$ cat config.mk
export PLATFORM = sky130hd
export DESIGN_NAME = alu_multicycle
export DESIGN_NICKNAME = d
export VERILOG_FILES = /design/src/rtl/alu_multicycle.sv
export SDC_FILE = /design/constraint.sdc
export NUM_CORES = 1
export LEC_CHECK = 0
export ABC_AREA = 1
export ABC_CLOCK_PERIOD_IN_PS = 7000
export BUFFER_PORTS_ARGS = -buffer_cell sky130_fd_sc_hd__buf_2
export CAP_MARGIN = 0
export CORE_UTILIZATION = 25
export CTS_CLUSTER_SIZE = 28
export DETAILED_ROUTE_END_ITERATION = 7
export SLEW_MARGIN = 10
export SYNTH_ARGS = -nofsm -noshare
export SYNTH_HDL_FRONTEND = slang
export SYNTH_SLANG_ARGS = --single-unit
$ cat constraint.sdc
create_clock -name clk -period 7 [get_ports clk]
set_clock_uncertainty 0.2 [all_clocks]
set_input_delay 0 -clock clk [delete_from_list [all_inputs] [get_ports clk]]
set_output_delay 0 -clock clk [all_outputs]
set_load 0.01 [all_outputs]
$ cat src/rtl/alu_multicycle.sv
// rtl/alu_multicycle.sv - multi-cycle ALU: single-cycle logic/arith, serial shifter, shift-add multiplier
`timescale 1ns/1ps
module alu_multicycle #(
  parameter int WIDTH = 16
) (
  input  logic             clk,
  input  logic             reset,
  input  logic             start,
  input  logic [2:0]       op,
  input  logic [WIDTH-1:0] a,
  input  logic [WIDTH-1:0] b,
  input  logic             cin,
  output logic             busy,
  output logic             done,
  output logic [WIDTH-1:0] y,
  output logic             cout,
  output logic             zout
);

  localparam int SW = $clog2(WIDTH);
  // Counter holds up to WIDTH (multiply iterations), so it needs one bit more than the shift field.
  localparam int CW = SW + 1;

  localparam logic [2:0] OP_ADD = 3'd0;
  localparam logic [2:0] OP_SUB = 3'd1;
  localparam logic [2:0] OP_AND = 3'd2;
  localparam logic [2:0] OP_OR  = 3'd3;
  localparam logic [2:0] OP_XOR = 3'd4;
  localparam logic [2:0] OP_SHL = 3'd5;
  localparam logic [2:0] OP_SHR = 3'd6;
  localparam logic [2:0] OP_MUL = 3'd7;

  typedef enum logic [1:0] {
    ST_IDLE  = 2'd0,
    ST_SHIFT = 2'd1,
    ST_MUL   = 2'd2
  } state_t;

  state_t           state_q, state_d;
  // lo_q is the shift register in SHIFT and the multiplier/product-low half in MUL.
  logic [WIDTH-1:0] lo_q, lo_d;
  logic [WIDTH-1:0] hi_q, hi_d;
  logic [WIDTH-1:0] mcand_q, mcand_d;
  logic [CW-1:0]    cnt_q, cnt_d;
  logic             dir_q, dir_d;
  logic [WIDTH-1:0] y_q, y_d;
  logic             cout_q, cout_d;
  logic             zout_q, zout_d;
  logic             done_q, done_d;

  logic [WIDTH-1:0] b_eff;
  logic [WIDTH:0]   sum_ext;
  logic [WIDTH-1:0] shift_val;
  logic             shift_bit;
  logic [WIDTH:0]   mul_sum;
  logic [CW-1:0]    cnt_dec;
  logic [SW-1:0]    shamt;
  logic             fin;
  logic [WIDTH-1:0] res;
  logic             res_c;

  // Next-state, datapath step and result publication; results reach y only when an operation finishes.
  always_comb begin
    state_d = state_q;
    lo_d    = lo_q;
    hi_d    = hi_q;
    mcand_d = mcand_q;
    cnt_d   = cnt_q;
    dir_d   = dir_q;
    y_d     = y_q;
    cout_d  = cout_q;
    zout_d  = zout_q;
    done_d  = 1'b0;
    fin     = 1'b0;
    res     = '0;
    res_c   = 1'b0;

    shamt     = b[SW-1:0];
    b_eff     = (op == OP_SUB) ? ~b : b;
    sum_ext   = {1'b0, a} + {1'b0, b_eff} + {{WIDTH{1'b0}}, cin};
    shift_bit = dir_q ? lo_q[0] : lo_q[WIDTH-1];
    shift_val = dir_q ? {1'b0, lo_q[WIDTH-1:1]} : {lo_q[WIDTH-2:0], 1'b0};
    // One shift-add step: add multiplicand to high half when the current multiplier bit is set,
    // then shift the {carry, hi, lo} product right by one.
    mul_sum   = {1'b0, hi_q} + ({1'b0, mcand_q} & {(WIDTH+1){lo_q[0]}});
    cnt_dec   = cnt_q - CW'(1);

    case (state_q)
      ST_IDLE: begin
        if (start) begin
          case (op)
            OP_ADD, OP_SUB: begin
              fin   = 1'b1;
              res   = sum_ext[WIDTH-1:0];
              res_c = sum_ext[WIDTH];
            end
            OP_AND: begin
              fin = 1'b1;
              res = a & b;
            end
            OP_OR: begin
              fin = 1'b1;
              res = a | b;
            end
            OP_XOR: begin
              fin = 1'b1;
              res = a ^ b;
            end
            OP_SHL, OP_SHR: begin
              if (shamt == '0) begin
                fin = 1'b1;
                res = a;
              end else begin
                lo_d    = a;
                cnt_d   = {1'b0, shamt};
                dir_d   = (op == OP_SHR);
                state_d = ST_SHIFT;
              end
            end
            OP_MUL: begin
              hi_d    = '0;
              lo_d    = b;
              mcand_d = a;
              cnt_d   = CW'(WIDTH);
              state_d = ST_MUL;
            end
            default: begin
              fin = 1'b0;
            end
          endcase
        end
      end

      ST_SHIFT: begin
        lo_d  = shift_val;
        cnt_d = cnt_dec;
        if (cnt_q == CW'(1)) begin
          fin     = 1'b1;
          res     = shift_val;
          res_c   = shift_bit;
          state_d = ST_IDLE;
        end
      end

      ST_MUL: begin
        hi_d  = mul_sum[WIDTH:1];
        lo_d  = {mul_sum[0], lo_q[WIDTH-1:1]};
        cnt_d = cnt_dec;
        if (cnt_q == CW'(1)) begin
          fin     = 1'b1;
          res     = {mul_sum[0], lo_q[WIDTH-1:1]};
          res_c   = |mul_sum[WIDTH:1];
          state_d = ST_IDLE;
        end
      end

      default: begin
        state_d = ST_IDLE;
      end
    endcase

    if (fin) begin
      y_d    = res;
      cout_d = res_c;
      zout_d = (res == '0);
      done_d = 1'b1;
    end
  end

  // State and datapath registers; reset aborts any operation in flight.
  always_ff @(posedge clk or posedge reset) begin
    if (reset) begin
      state_q <= ST_IDLE;
      lo_q    <= '0;
      hi_q    <= '0;
      mcand_q <= '0;
      cnt_q   <= '0;
      dir_q   <= 1'b0;
      y_q     <= '0;
      cout_q  <= 1'b0;
      zout_q  <= 1'b1;
      done_q  <= 1'b0;
    end else begin
      state_q <= state_d;
      lo_q    <= lo_d;
      hi_q    <= hi_d;
      mcand_q <= mcand_d;
      cnt_q   <= cnt_d;
      dir_q   <= dir_d;
      y_q     <= y_d;
      cout_q  <= cout_d;
      zout_q  <= zout_d;
      done_q  <= done_d;
    end
  end

  assign busy = (state_q != ST_IDLE);
  assign done = done_q;
  assign y    = y_q;
  assign cout = cout_q;
  assign zout = zout_q;

endmodule
==> run_results.csv <==
group,metric,value,unit
outcome,outcome,"completed",
timing,finalCriticalPeriod,3.86,ns
pwr,clkPwrFrac,21.2,%
setup_path,critPathKind,"primary input to flip-flop",
die,die_area,28600,sq um
clock_network,post_cts_resized,0,
timing,setup_viol,0,
synth,synth_compound_area_share,16.8,%
pwr,pwr-share-comb,48.4,%
setup_path,crit_fanout,16,
detailed_routing,avgRoutedWirePerCell,14.6,um
finish,drive_gt1_share,8.27,%
clock_network,cts_tree,"done",
synth,syn_avg_cell_area,6.55,sq um
clock_network,post_cts_buffers,0,
pwr,power.internal,1.28,mW
grt,grt_use_met1,21.4,%
pwr,power_frac_seq,30.4,%
grt,grt_pass1_wl,35800,um
timing,finalSetupTns,0,ns
clock_network,htreeDepth,3,
synth,yosysSeqAreaShare,26.9,%
setup_path,r2r_end,"cout",
grt,grt.busiest_layer,"met2",
pwr,netSwitchingFraction,44.8,%
finish,multi_input_area,4300,sq um
die,rows,60,
grt,antenna_found_initial,0,
grt,met3_usage,2.95,%
finish,diodes,0,
die,core_area,27200,sq um
setup_path,cp_data_required_time,7.08,ns
setup_path,cp.arrival,3.95,ns
pwr,pwr_density_cell,284,nW/um^2
die,io_pins,59,
clock_network,cts.sinks,75,
pwr,leakagePower,4.43,nW
timing,tightestPinTransition,1.07,ns
setup_path,startpoint_type,"primary input",
die,die_h,169,um
setup_path,worstSetupEndpoint,"zout",
setup_path,r2r_start,"lo_q[0]",
hold_path,hold_path.class,"primary input to flip-flop",
finish,syn2layout_area_growth,17.3,%
detailed_routing,dr_total_vias,7062,
placed_design,port_buffers,58,
detailed_routing,vias_per_cell,4.68,
synth,yosys_warnings,0,
clock_network,clk_root_buffer_cell,"clkbuf_16",
setup_path,critPathLaunch,"op[1]",
clock_network,clk_latency,0.34,ns
finish,regArea,1880,sq um
clock_network,cts_buffers,9,
synth,synth_fp_nets,1176,
detailed_routing,drcViolationCount,0,
grt,groute.layer.met2.usage,25.7,%
clock_network,cts_buffer_depth,2,
timing,finalHoldViolCount,0,
placed_design,dp_hpwl,17500,um
die,start_util,25.7,%
timing,final-max-slew-violation-count,0,
finish,fin_util,30.1,%
synth,synth_seq_cells,75,
pwr,p_sw,1.04,mW
detailed_routing,drt_iter0_drc,475,
timing,finalCritPeriodShare,55.2,%
detailed_routing,antenna_left,0,
grt,grt_pass1_vias,6807,
detailed_routing,dr.pass1.iters,6,
clock_network,holdBufCountCts,25,
grt,groute.usage.overall,15.9,%
grt,grt_overflow_total,0,
synth,yosys.area_share.adder,13.2,%
synth,syn_inst,1065,
clock_network,path_clk_slew,0.06,ns
pwr,vdd_drop_max,0.182,mV
synth,synth_top_family_by_area,"simple AND/OR/NAND/NOR gates",
setup_path,reg2reg_depth,14,
job,drv_cap,0,
placed_design,gp_congestion,0.907,
setup_path,worst_setup_path_end_kind,"flip-flop",
detailed_routing,routed_wl,22100,um
timing,relSlewSlack,28.7,%
grt,grt_max_degree,76,
synth,synth_xor_area_share,2.26,%
timing,max_freq,259,MHz
finish,nFillCells,2991,
synth,synthMuxAreaShare,0,%
timing,rsz0062_at_grt,"false",
setup_path,rrSetupSlack,3.85,ns
synth,syn_area,6980,sq um
synth,synth-simple-area-share,29.3,%
finish,final_nets,1243,
synth,yosysUniqueCellTypes,36,
die,die_x,169,um
-- flip-flops by register name (all words and copies together), names as in the netlist --
name     count
cnt_q        5
lo_q        16
y           16
done         1
dir_q        1
cout         1
hi_q        16
zout         1
state_q      2
mcand_q     16
-- power groups by stage --
| stage | Sequential (mW) | Combinational (mW) | Clock [mW] |
|---|---|---|---|
| 6_report | 0.706 | 1.12 | 0.492 |
| 5_1_grt | 0.721 | 1.27 | 0.518 |
| 4_1_cts | 0.705 | 1.11 | 0.498 |
| 3_5_place_dp | 0.712 | 1.09 | 0 |
| 3_3_place_gp | 0.711 | 1.09 | 0 |
| 2_1_floorplan | 0.680 | 0.783 | 0 |
-- metal layers --
metal / wire, um / up-vias
met4: 630 / 0
li1: - / 3576
met5: 0 / -
met3: 1150 / 37
met1: 10400 / 3254
met2: 9910 / 195
-- worst min-delay path by stage --
stage / from / end / slack, ns / cells past startpoint
2_1_floorplan: a[13] / mcand_q[13] / -0.03 / 2
3_3_place_gp: reset / hi_q[2] / 0.16 / 3
3_5_place_dp: reset / hi_q[2] / 0.15 / 3
4_1_cts: b[10] / lo_q[10] / 0.03 / 5
5_1_grt: b[15] / lo_q[15] / 0.08 / 5
6_report: b[10] / lo_q[10] / 0.04 / 5
-- worst max-delay path, cell delays in order --
cell	delay, ns
dlygate4sd3_1	0.55
buf_2	0.16
inv_1	0.07
nand3_1	0.67
xor2_1	0.38
fa_1	0.46
fa_1	0.40
inv_1	0.09
nand3_1	0.09
nand2_1	0.14
nand2_1	0.08
nand2_1	0.07
nand2_1	0.05
nand3_1	0.07
nand2_1	0.06
a21boi_0	0.22
nand4_1	0.15
nor2_1	0.12
nand2_1	0.06
nand2_1	0.05
-- final cells by class --
cell class / instances / area share [%]
clock buffers: 12 / 3.26
clock inverters: 4 / 0.581
inverters: 172 / 7.90
multi-input cells: 786 / 52.6
flip-flops and latches: 75 / 22.9
well taps: 372 / 5.69
repair buffers: 88 / 7.06
-- placed cells by master, fill, tap and decap left out, types with 10 or more instances in the layout --
cell type | netlist | final
nand2_1 | 326 | 326
nor2_1 | 81 | 81
nand3_1 | 66 | 66
o21ai_0 | 67 | 67
o211ai_1 | 35 | 35
xor2_1 | 18 | 18
ha_1 | 69 | 69
o22ai_1 | 17 | 17
inv_1 | 168 | 167
dlygate4sd3_1 | 0 | 25
buf_2 | 10 | 58
a22o_1 | 10 | 10
dfrtp_1 | 74 | 74
a21oi_1 | 37 | 36
-- Yosys cell counts (all sizes together) --
library cell,number,share of area (%)
fa,3,0.86
nor2,82,4.4
dfstp,1,0.38
o22ai,17,1.5
clkbuf,15,0.81
a21o,2,0.22
dfrtp,74,27
o31ai,1,0.11
o21ai,70,5.0
nand4,9,0.81
nand2,331,18
and2,4,0.36
a21oi,38,2.8
a22o,10,1.3
a31oi,8,0.72
buf,17,1.4
a21boi,8,0.86
or2,1,0.090
ha,69,12
a211oi,3,0.32
nand3b,7,0.75
o211ai,35,3.8
nand3,66,4.7
o21a,2,0.22
xor2,18,2.3
nor3,2,0.14
inv,172,9.3
-- cell families after synthesis --
group | Yosys count
AO/OA/AOI/OAI | 194
buffers and inverters | 204
AND/OR/NAND/NOR | 502
XOR/XNOR | 18
adder cells (fa/ha/maj) | 72
flip-flops | 75
-- per-stage QoR --
stage | hold WS, ns | std cells | power (mW) | setup slack [ns] | cell area, sq um
after floorplan | -0.0284 | 1065 | 1.46 | 4.21 | 6980
after global placement | 0.162 | 1468 | 1.80 | 3.33 | 7620
after global routing | 0.0838 | 1509 | 2.51 | 2.75 | 8180
final | 0.0407 | 1509 | 2.32 | 3.14 | 8180
after CTS | 0.0318 | 1509 | 2.32 | 3.18 | 8180
after detailed placement | 0.151 | 1468 | 1.81 | 3.30 | 7620
(Power assumes the default switching activity.)
